## src/rtl/ctrl_sequencer_pkg.sv

```systemverilog
// rtl/ctrl_sequencer_pkg.sv - opcode/funct codes, ALU codes, state encodings, CTRL bit map
package ctrl_sequencer_pkg;

  typedef enum logic [2:0] {
    ST_FETCH  = 3'd0,
    ST_DECODE = 3'd1,
    ST_EXE    = 3'd2,
    ST_MEM    = 3'd3,
    ST_WB     = 3'd4
  } state_e;

  // CTRL bit indices
  localparam int B_PC_LOAD   = 0;
  localparam int B_PC_SEL_1  = 1;
  localparam int B_PC_SEL_2  = 2;
  localparam int B_PC_SEL_3  = 3;
  localparam int B_IR_LOAD   = 4;
  localparam int B_RF_READ   = 6;
  localparam int B_RF_WRITE  = 7;
  localparam int B_R1_SEL_1  = 8;
  localparam int B_SP_LOAD   = 9;
  localparam int B_OP1_SEL_1 = 10;
  localparam int B_OP2_SEL_1 = 11;
  localparam int B_OP2_SEL_2 = 12;
  localparam int B_OP2_SEL_3 = 13;
  localparam int B_OP2_SEL_4 = 14;
  localparam int B_ALU_LSB   = 15;
  localparam int B_MA_SEL_1  = 21;
  localparam int B_MA_SEL_2  = 22;
  localparam int B_MD_SEL_1  = 23;
  localparam int B_MEM_READ  = 24;
  localparam int B_MEM_WRITE = 25;
  localparam int B_WD_SEL_1  = 26;
  localparam int B_WD_SEL_2  = 27;
  localparam int B_WD_SEL_3  = 28;
  localparam int B_WA_SEL_1  = 29;
  localparam int B_WA_SEL_2  = 30;
  localparam int B_WA_SEL_3  = 31;

  // ALU operation codes
  localparam logic [5:0] ALU_NONE = 6'd0;
  localparam logic [5:0] ALU_ADD  = 6'd1;
  localparam logic [5:0] ALU_SUB  = 6'd2;
  localparam logic [5:0] ALU_MUL  = 6'd3;
  localparam logic [5:0] ALU_SHR  = 6'd4;
  localparam logic [5:0] ALU_SHL  = 6'd5;
  localparam logic [5:0] ALU_AND  = 6'd6;
  localparam logic [5:0] ALU_OR   = 6'd7;
  localparam logic [5:0] ALU_NOR  = 6'd8;
  localparam logic [5:0] ALU_SLT  = 6'd9;

  // Opcodes
  localparam logic [5:0] OP_RTYPE = 6'h00;
  localparam logic [5:0] OP_JMP   = 6'h02;
  localparam logic [5:0] OP_JAL   = 6'h03;
  localparam logic [5:0] OP_BEQ   = 6'h04;
  localparam logic [5:0] OP_BNE   = 6'h05;
  localparam logic [5:0] OP_ADDI  = 6'h08;
  localparam logic [5:0] OP_SLTI  = 6'h0a;
  localparam logic [5:0] OP_ANDI  = 6'h0c;
  localparam logic [5:0] OP_ORI   = 6'h0d;
  localparam logic [5:0] OP_LUI   = 6'h0f;
  localparam logic [5:0] OP_PUSH  = 6'h1b;
  localparam logic [5:0] OP_POP   = 6'h1c;
  localparam logic [5:0] OP_MULI  = 6'h1d;
  localparam logic [5:0] OP_LW    = 6'h23;
  localparam logic [5:0] OP_SW    = 6'h2b;

  // R-type funct codes
  localparam logic [5:0] F_SLL = 6'h01;
  localparam logic [5:0] F_SRL = 6'h02;
  localparam logic [5:0] F_JR  = 6'h08;
  localparam logic [5:0] F_ADD = 6'h20;
  localparam logic [5:0] F_SUB = 6'h22;
  localparam logic [5:0] F_AND = 6'h24;
  localparam logic [5:0] F_OR  = 6'h25;
  localparam logic [5:0] F_NOR = 6'h27;
  localparam logic [5:0] F_SLT = 6'h2a;
  localparam logic [5:0] F_MUL = 6'h2c;

  // Write-address source: rd, rt, r31, R0
  localparam logic [1:0] WA_RD  = 2'd0;
  localparam logic [1:0] WA_RT  = 2'd1;
  localparam logic [1:0] WA_R31 = 2'd2;
  localparam logic [1:0] WA_R0  = 2'd3;

  // Write-data source: ALU result, memory data, immediate (lui), return PC (jal)
  localparam logic [1:0] WD_ALU = 2'd0;
  localparam logic [1:0] WD_MEM = 2'd1;
  localparam logic [1:0] WD_IMM = 2'd2;
  localparam logic [1:0] WD_PC  = 2'd3;

  // ALU operation for an R-type funct; ALU_NONE marks jr and unknown functs
  function automatic logic [5:0] funct_alu(input logic [5:0] f);
    case (f)
      F_ADD:   funct_alu = ALU_ADD;
      F_SUB:   funct_alu = ALU_SUB;
      F_MUL:   funct_alu = ALU_MUL;
      F_AND:   funct_alu = ALU_AND;
      F_OR:    funct_alu = ALU_OR;
      F_NOR:   funct_alu = ALU_NOR;
      F_SLT:   funct_alu = ALU_SLT;
      F_SLL:   funct_alu = ALU_SHL;
      F_SRL:   funct_alu = ALU_SHR;
      default: funct_alu = ALU_NONE;
    endcase
  endfunction

endpackage

```

## src/rtl/ctrl_decode.sv

```systemverilog
// rtl/ctrl_decode.sv - combinational IR + state + ZERO to CTRL word decoder
module ctrl_decode
  import ctrl_sequencer_pkg::*;
#(
  parameter int CTRL_W = 32,
  parameter int DATA_W = 32
) (
  input  state_e              state_i,
  input  logic [DATA_W-1:0]   ir_i,
  input  logic                zero_i,
  output logic [CTRL_W-1:0]   ctrl_o
);

  logic [5:0]        opcode;
  logic [5:0]        funct;
  logic              unused_ir;
  logic [CTRL_W-1:0] exe_w;
  logic [CTRL_W-1:0] mem_w;
  logic [CTRL_W-1:0] wb_w;
  logic [5:0]        alu;
  logic              rf_wr;
  logic [1:0]        wa_k;
  logic [1:0]        wd_k;
  logic              is_push;

  assign opcode    = ir_i[31:26];
  assign funct     = ir_i[5:0];
  assign unused_ir = ^ir_i[25:6];
  assign is_push   = (opcode == OP_PUSH);

  // Per-instruction words: EXE settings, MEM-only strobes, WB-only additions
  always_comb begin
    exe_w = '0;
    mem_w = '0;
    wb_w  = '0;
    alu   = ALU_NONE;
    rf_wr = 1'b0;
    wa_k  = WA_RD;
    wd_k  = WD_ALU;

    exe_w[B_RF_READ] = 1'b1;
    // default next PC is pc+1
    wb_w[B_PC_LOAD]  = 1'b1;
    wb_w[B_PC_SEL_3] = 1'b1;
    wb_w[B_PC_SEL_1] = 1'b1;

    case (opcode)
      OP_RTYPE: begin
        alu = funct_alu(funct);
        if (funct == F_SLL || funct == F_SRL) begin
          exe_w[B_OP2_SEL_3] = 1'b1;
          exe_w[B_OP2_SEL_1] = 1'b1;
          rf_wr = 1'b1;
        end else if (funct == F_JR) begin
          wb_w[B_PC_SEL_1] = 1'b0;
        end else if (alu != ALU_NONE) begin
          exe_w[B_OP2_SEL_4] = 1'b1;
          rf_wr = 1'b1;
        end
      end
      OP_ADDI, OP_SLTI, OP_MULI: begin
        alu = (opcode == OP_ADDI) ? ALU_ADD : (opcode == OP_SLTI) ? ALU_SLT : ALU_MUL;
        exe_w[B_OP2_SEL_2] = 1'b1;
        rf_wr = 1'b1;
        wa_k  = WA_RT;
      end
      OP_ANDI, OP_ORI: begin
        alu   = (opcode == OP_ANDI) ? ALU_AND : ALU_OR;
        rf_wr = 1'b1;
        wa_k  = WA_RT;
      end
      OP_LUI: begin
        rf_wr = 1'b1;
        wa_k  = WA_RT;
        wd_k  = WD_IMM;
      end
      OP_LW: begin
        alu = ALU_ADD;
        exe_w[B_OP2_SEL_2] = 1'b1;
        mem_w[B_MEM_READ]  = 1'b1;
        rf_wr = 1'b1;
        wa_k  = WA_RT;
        wd_k  = WD_MEM;
      end
      OP_SW: begin
        alu = ALU_ADD;
        exe_w[B_OP2_SEL_2] = 1'b1;
        mem_w[B_MEM_WRITE] = 1'b1;
      end
      OP_BEQ, OP_BNE: begin
        alu = ALU_SUB;
        exe_w[B_OP2_SEL_4] = 1'b1;
        if ((opcode == OP_BEQ) ? zero_i : !zero_i)
          wb_w[B_PC_SEL_2] = 1'b1;
      end
      OP_JMP, OP_JAL: begin
        wb_w[B_PC_SEL_3] = 1'b0;
        wb_w[B_PC_SEL_1] = 1'b0;
        if (opcode == OP_JAL) begin
          rf_wr = 1'b1;
          wa_k  = WA_R31;
          wd_k  = WD_PC;
        end
      end
      OP_PUSH, OP_POP: begin
        // stack pointer +/- 1 through op1 = SP, op2 = constant 1
        alu = is_push ? ALU_SUB : ALU_ADD;
        exe_w[B_OP1_SEL_1] = 1'b1;
        exe_w[B_OP2_SEL_3] = 1'b1;
        exe_w[B_R1_SEL_1]  = is_push;
        wb_w[B_SP_LOAD]    = 1'b1;
        if (is_push) begin
          mem_w[B_MEM_WRITE] = 1'b1;
          mem_w[B_MA_SEL_1]  = 1'b1;
          mem_w[B_MD_SEL_1]  = 1'b1;
        end else begin
          mem_w[B_MEM_READ] = 1'b1;
          rf_wr = 1'b1;
          wa_k  = WA_R0;
          wd_k  = WD_MEM;
        end
      end
      default: ;
    endcase

    exe_w[B_ALU_LSB +: 6] = alu;

    if (rf_wr) begin
      wb_w[B_RF_WRITE] = 1'b1;
      case (wa_k)
        WA_RD:   wb_w[B_WA_SEL_3] = 1'b1;
        WA_RT:   begin wb_w[B_WA_SEL_3] = 1'b1; wb_w[B_WA_SEL_1] = 1'b1; end
        WA_R31:  wb_w[B_WA_SEL_2] = 1'b1;
        default: ;
      endcase
      case (wd_k)
        WD_ALU:  wb_w[B_WD_SEL_3] = 1'b1;
        WD_MEM:  begin wb_w[B_WD_SEL_3] = 1'b1; wb_w[B_WD_SEL_1] = 1'b1; end
        WD_IMM:  begin wb_w[B_WD_SEL_3] = 1'b1; wb_w[B_WD_SEL_2] = 1'b1; end
        default: ;
      endcase
    end
  end

  // Select the control word for the state being entered
  always_comb begin
    ctrl_o = '0;
    case (state_i)
      ST_FETCH: begin
        ctrl_o[B_MA_SEL_2] = 1'b1;
        ctrl_o[B_MEM_READ] = 1'b1;
        ctrl_o[B_IR_LOAD]  = 1'b1;
      end
      ST_DECODE: begin
        ctrl_o[B_RF_READ]  = 1'b1;
        ctrl_o[B_R1_SEL_1] = is_push;
      end
      ST_EXE:  ctrl_o = exe_w;
      ST_MEM:  ctrl_o = exe_w | mem_w;
      ST_WB:   ctrl_o = exe_w | wb_w;
      default: ctrl_o = '0;
    endcase
  end

endmodule

```

## src/rtl/ctrl_sequencer.sv

```systemverilog
// rtl/ctrl_sequencer.sv - 5-state multicycle control FSM with registered CTRL bus
module ctrl_sequencer
  import ctrl_sequencer_pkg::*;
#(
  parameter int CTRL_W = 32,
  parameter int DATA_W = 32
) (
  input  logic              CLK,
  input  logic              RST,
  input  logic [DATA_W-1:0] INSTRUCTION,
  input  logic              ZERO,
  output logic [CTRL_W-1:0] CTRL,
  output logic [2:0]        STATE
);

  state_e            state_q, state_d;
  logic [DATA_W-1:0] ir_q, ir_d;
  logic [CTRL_W-1:0] ctrl_q, ctrl_d;

  // Fixed cyclic sequence; IR reloads only when leaving FETCH
  always_comb begin
    state_d = ST_FETCH;
    ir_d    = ir_q;
    case (state_q)
      ST_FETCH: begin
        state_d = ST_DECODE;
        ir_d    = INSTRUCTION;
      end
      ST_DECODE: state_d = ST_EXE;
      ST_EXE:    state_d = ST_MEM;
      ST_MEM:    state_d = ST_WB;
      default:   state_d = ST_FETCH;
    endcase
  end

  // CTRL is registered, so decode the word for the state being entered
  ctrl_decode #(
    .CTRL_W (CTRL_W),
    .DATA_W (DATA_W)
  ) u_decode (
    .state_i (state_d),
    .ir_i    (ir_d),
    .zero_i  (ZERO),
    .ctrl_o  (ctrl_d)
  );

  // State, IR copy and CTRL registers; reset abandons any instruction in flight
  always_ff @(posedge CLK or negedge RST) begin
    if (!RST) begin
      state_q <= ST_FETCH;
      ir_q    <= '0;
      ctrl_q  <= '0;
    end else begin
      state_q <= state_d;
      ir_q    <= ir_d;
      ctrl_q  <= ctrl_d;
    end
  end

  assign CTRL  = ctrl_q;
  assign STATE = state_q;

endmodule
```

## config.mk

```make
export PLATFORM = sky130hd
export DESIGN_NAME = ctrl_sequencer
export DESIGN_NICKNAME = d
export VERILOG_FILES = /design/src/rtl/ctrl_sequencer_pkg.sv /design/src/rtl/ctrl_decode.sv /design/src/rtl/ctrl_sequencer.sv
export SDC_FILE = /design/constraint.sdc
export NUM_CORES = 1
export LEC_CHECK = 0
export BUFFER_PORTS_ARGS = -buffer_cell sky130_fd_sc_hd__buf_2
export CAP_MARGIN = 25
export CORE_ASPECT_RATIO = 1.25
export CORE_MARGIN = 10
export CORE_UTILIZATION = 55
export CTS_CLUSTER_SIZE = 16
export DETAILED_ROUTE_END_ITERATION = 12
export PLACE_DENSITY_LB_ADDON = 0.3
export SLEW_MARGIN = 10
export SYNTH_ARGS = -nofsm -noshare
export SYNTH_HDL_FRONTEND = slang
export SYNTH_HIERARCHICAL = 1
export SYNTH_SLANG_ARGS = --single-unit
```

## constraint.sdc

```tcl
create_clock -name CLK -period 3.1 [get_ports CLK]
set_clock_uncertainty 0.2 [all_clocks]
set_input_delay 0.465 -clock CLK [delete_from_list [all_inputs] [get_ports CLK]]
set_output_delay 0.465 -clock CLK [all_outputs]
set_load 0.05 [all_outputs]
```

==> reports/qor.txt, run 1 <==
Total Neg Setup Slack: 0 ps
Critical path fanouts, max: 10
Path depth of the worst reg2reg path: 8
Final setup vio count: 0
TritonCTS Buffers: 5
Worst vdd ir: 0.197 mV
Post-Place Cell Area: 2540 um2
CTS tree: yes
Critical R2R Launch: STATE[0]
Relative slew slack: 0.650
Io pins: 70
Worst Max-Slew Pin Slew: 520 ps
Drt first pass iters: 4
Startpoint types: register
Synth-to-layout area growth: 15.2%
DR WL/cell: 14.5 um
Clk Latency, worst-skew pair: 300 ps
Initial core utilization: 0.569
CP Launch Point: STATE[0]
Max-cap viol count: 0
Worst-path cell chain: nor3_4 -> buf_4 -> mux2_2 -> and2b_2 -> nand2_2 -> or3_1 -> a21oi_2 -> nor3_1
WHS Path Cells: 3
Clk slew on worst S/H paths: 70 ps
First-pass GRT wire length: 7.70 mm
LEAKAGE: 1.21 nW
I/O Buffers: 49
WP depth: 8
Max clock buf depth: 2
Mapped Cells: 220
Layout cells sized above 1: 0.325
Total Wirelength: 4.66 mm
Post-CTS Setup Bufs: 0
Post-DRT Antenna Nets: 0
CP max stage delay: 450 ps
Average size of a mapped cell: 10.5 um2
Die footprint: 7210 um2
Hold Startpoint: ZERO
Ant. Diodes: 0
Mapped Area: 2310 um2
Die height: 92.5 um
GRT Total Usage: 0.130
DP Wirelength: 3.41 mm
Final instance area: 2660 um2
Vias in the first global route: 1,643
Max Slew Vio Count: 0
Post-CTS Resized: 0
Die Wd: 78.0 um
CTS Sinks: 47
Total power: 1.14 mW
CP delay by family, top: simple AND/OR/NAND/NOR gates
CP endpoint kind: register
Slowest-stage cell, CP: dfrtp_1
Vias per std cell: 5.46
PwrDens: 426 nW/um2
GPL Wtd Cong: 0.858
Crit path buf inv count: 1
Worst EP required: 3070 ps
DR iter-0 viols: 108
Drt drc: 0
Data arrival, critical path: 2810 ps
Initial antenna violation count: 0
Final number of hold-violating endpoints: 0
Max Clk Rate: 0.351 GHz
Core area: 4070 um2
YS warnings: 6
Htree depth: 2
Site Rows: 26
Fin crit period: 2850 ps
Gr ovfl total: 0
Hold Path Class: in -> reg
Status: finished clean
Period utilization: 0.918
CP Class: reg -> reg
RSZ-0062 raised after global routing: no
Largest net degree at the start of global routing: 48
Vias: 1,752
Fin nets: 300
CTS Root Cell: clkbuf_8
## cell usage in the layout (no fill, tap or decap), types with 3 or more instances in the layout
master / instances
buf_2: 49
dfrtp_1: 47
nand2_1: 19
nor2_1: 19
a21oi_1: 14
mux2_2: 11
o21ai_0: 7
nor3_1: 7
clkbuf_8: 6
nand2b_1: 6
inv_1: 5
nand3_1: 5
xnor2_1: 4
buf_4: 4
nor3b_1: 4
nor2b_1: 4
a22oi_1: 3
a21oi_2: 3
nor4_1: 3
conb_1: 3
## worst register-to-register path, delay by kind of cell, from the launching register on
kind | cells | cell delay, ps
multiplexers | 1 | 450
buffers and inverters | 1 | 220
flip-flops | 1 | 450
AO/OA/AOI/OAI | 1 | 200
AND/OR/NAND/NOR | 5 | 1200
## sequential cells by signal, summed over array words and instances, names as in the netlist
signal  cells
STATE       3
CTRL       32
ir_q       12
## final timing paths
path / end / slack (ps)
worst max register to register: CTRL[31] / 250
min in group asynchronous: ir_q[4] / 470
worst min register to register: ir_q[27] / 430
max in group asynchronous: CTRL[30] / 1730
worst max-delay path: CTRL[31] / 250
worst min-delay path: CTRL[2] / 250
## power breakdown
part | total [mW] | internal [mW] | switching (mW)
Sequential | 0.629 | 0.626 | 0.00307
Clock | 0.360 | 0.175 | 0.185
Combinational | 0.146 | 0.0471 | 0.0993
## layout make-up
cell class                 count  area (um2)
sequential                    47        1180
fill                         354        1400
multi-input combinational    150         995
clock buffer                   6        82.6
clock inverter                 1        5.00
timing repair buffer          55         313
inverter                       6        22.5
tap                           56        70.1
## metal layers
layer,routed length [um],up-vias,GRT usage
met4,89,0,0.0524
met1,1830,835,0.136
met2,2340,60,0.224
li1,-,848,-
met5,0,-,0
met3,409,9,0.0551
## stage by stage
step           instances   util  hold WS [ps]  setup slack [ps]
2_1_floorplan        222      -         -30.6               309
3_3_place_gp         312  0.624           416               273
3_5_place_dp         312  0.624           413               261
4_1_cts              319  0.646           162               256
5_1_grt              321  0.655           256              77.4
6_report             321  0.655           254               254
## what timing repair did
action / 4_1_cts / 5_1_grt
setup endpoints to repair: 0 / 0
hold buffers: 0 / 1
endpoints found under the hold margin: 0 / 20
(Power assumes the default switching activity.)
==> run 2: changes to the inputs <==
- BUFFER_PORTS_ARGS: -buffer_cell sky130_fd_sc_hd__buf_2 -> unset
- DONT_BUFFER_PORTS: unset -> 1
- RECOVER_POWER: unset -> 25
==> reports/qor.txt, run 2 (same netlist as run 1, synthesis figures left out) <==
CTS Sinks: 47
Drt drc: 0
Most frequent cells in the layout: dfrtp_1 (47), nand2_1 (19), nor2_1 (19), a21oi_1 (14), mux2_2 (11)
Post-CTS Setup Bufs: 0
Critical R2R Launch: STATE[0]
DR iter-0 viols: 88
Period utilization: 0.916
Final setup vio count: 0
Initial core utilization: 0.569
DR WL/cell: 17.0 um
CP endpoint kind: register
DP Wirelength: 3.53 mm
Data arrival, critical path: 2800 ps
Vias per std cell: 5.85
Core area: 4070 um2
Worst vdd ir: 0.200 mV
Clk slew on worst S/H paths: 80 ps
CTS tree: yes
LEAKAGE: 0.988 nW
Layout fillers: 347
GRT Total Usage: 0.133
CP Class: reg -> reg
Drt first pass iters: 4
Fin nets: 254
Startpoint types: register
Post-DRT Antenna Nets: 0
CP Launch Point: STATE[0]
CP endpoint: CTRL[31]
Status: finished clean
First-pass GRT wire length: 7.68 mm
Worst reg2reg setup slack: 260 ps
Vias: 1,615
I/O Buffers: 0
Ant. Diodes: 0
Relative slew slack: 0.272
Site Rows: 26
Max Clk Rate: 0.352 GHz
Clk Latency, worst-skew pair: 290 ps
Largest register FFs: 32
Die footprint: 7210 um2
Max clock buf depth: 2
Post-Place Cell Area: 2320 um2
Htree depth: 2
Vias in the first global route: 1,548
Gr ovfl total: 0
Hold buffers post-CTS: 2
DP Worst Slack: 263 ps
Io pins: 70
Path depth of the worst reg2reg path: 8
Die height: 92.5 um
Layout cells sized above 1: 0.177
Hold Path Class: in -> reg
Worst EP required: 3060 ps
Total power: 1.10 mW
PwrDens: 455 nW/um2
Fin crit period: 2840 ps
Post-CTS Resized: 0
GPL Wtd Cong: 0.916
R2R Path End: CTRL[31]
Commonest non-fill, non-tap cell in the layout: dfrtp_1
Synth-to-layout area growth: 4.33%
Initial antenna violation count: 0
Final instance area: 2410 um2
Largest net degree at the start of global routing: 48
RSZ-0062 raised after global routing: no
Critical path fanouts, max: 10
CTS Root Cell: clkbuf_8
Total Neg Setup Slack: 0 ps
Max-cap viol count: 0
TritonCTS Buffers: 5
Hold Worst Slack: 152 ps
Max Slew Vio Count: 0
Die Wd: 78.0 um
Total Wirelength: 4.71 mm
Final number of hold-violating endpoints: 0
Worst Max-Slew Pin Slew: 1090 ps
Worst setup margin: 262 ps
run 2: cell count changes in the layout (fill, tap and decap cells not counted):
cell and change:
clkbuf_1 +2, buf_4 +3, clkbuf_2 +1, buf_2 -49
clkbuf_8 -1, buf_16 -1
run 2: metrics by stage:
stage | util | cells
final | 0.593 | 276
after global routing | 0.593 | 276
after CTS | 0.599 | 276
after detailed placement | 0.570 | 266
after global placement | 0.570 | 266
after floorplan | - | 222
run 2: area by class of cell:
cell class / instances / area [um2] / share of cell area
Clock buffer: 7 / 76.3 / 0.0316
Clock inverter: 1 / 5.00 / 0.00207
Inverter: 6 / 22.5 / 0.00934
Multi-Input combinational cell: 150 / 995 / 0.412
Sequential cell: 47 / 1180 / 0.488
Tap cell: 56 / 70.1 / 0.0290
Timing Repair Buffer: 9 / 67.6 / 0.0280
run 2: where the power goes:
part | switching (mW) | internal, mW
registers | 0.0291 | 0.626
clock network | 0.182 | 0.158
logic | 0.0695 | 0.0334
total | 0.281 | 0.818
run 2: critical path, stage by stage (launching register included):
cell and delay, ps:
dfrtp_1 420, nor3_4 370, buf_4 230, mux2_2 440, and2b_2 330, nand2_2 110
or3_1 340, a21oi_2 190, nor3_1 70
run 2: routing by layer:
layer	routed length (um)	share of wire	up-vias	GRT usage
met5	0	0	-	0
met4	112	0.024	0	0.0644
li1	-	-	755	-
met3	372	0.079	8	0.0551
met1	1770	0.38	804	0.137
met2	2450	0.52	48	0.230
run 2: how the worst min path moves through the flow:
stage | start | endpoint | slack (ps) | cells past startpoint
floorplan | RST | CTRL[0] | -30 | 0
global placement | RST | CTRL[19] | -30 | 0
detailed placement | RST | CTRL[19] | -30 | 0
CTS | ZERO | CTRL[2] | 150 | 2
global route | ZERO | CTRL[2] | 140 | 2
finish | ZERO | CTRL[2] | 150 | 2
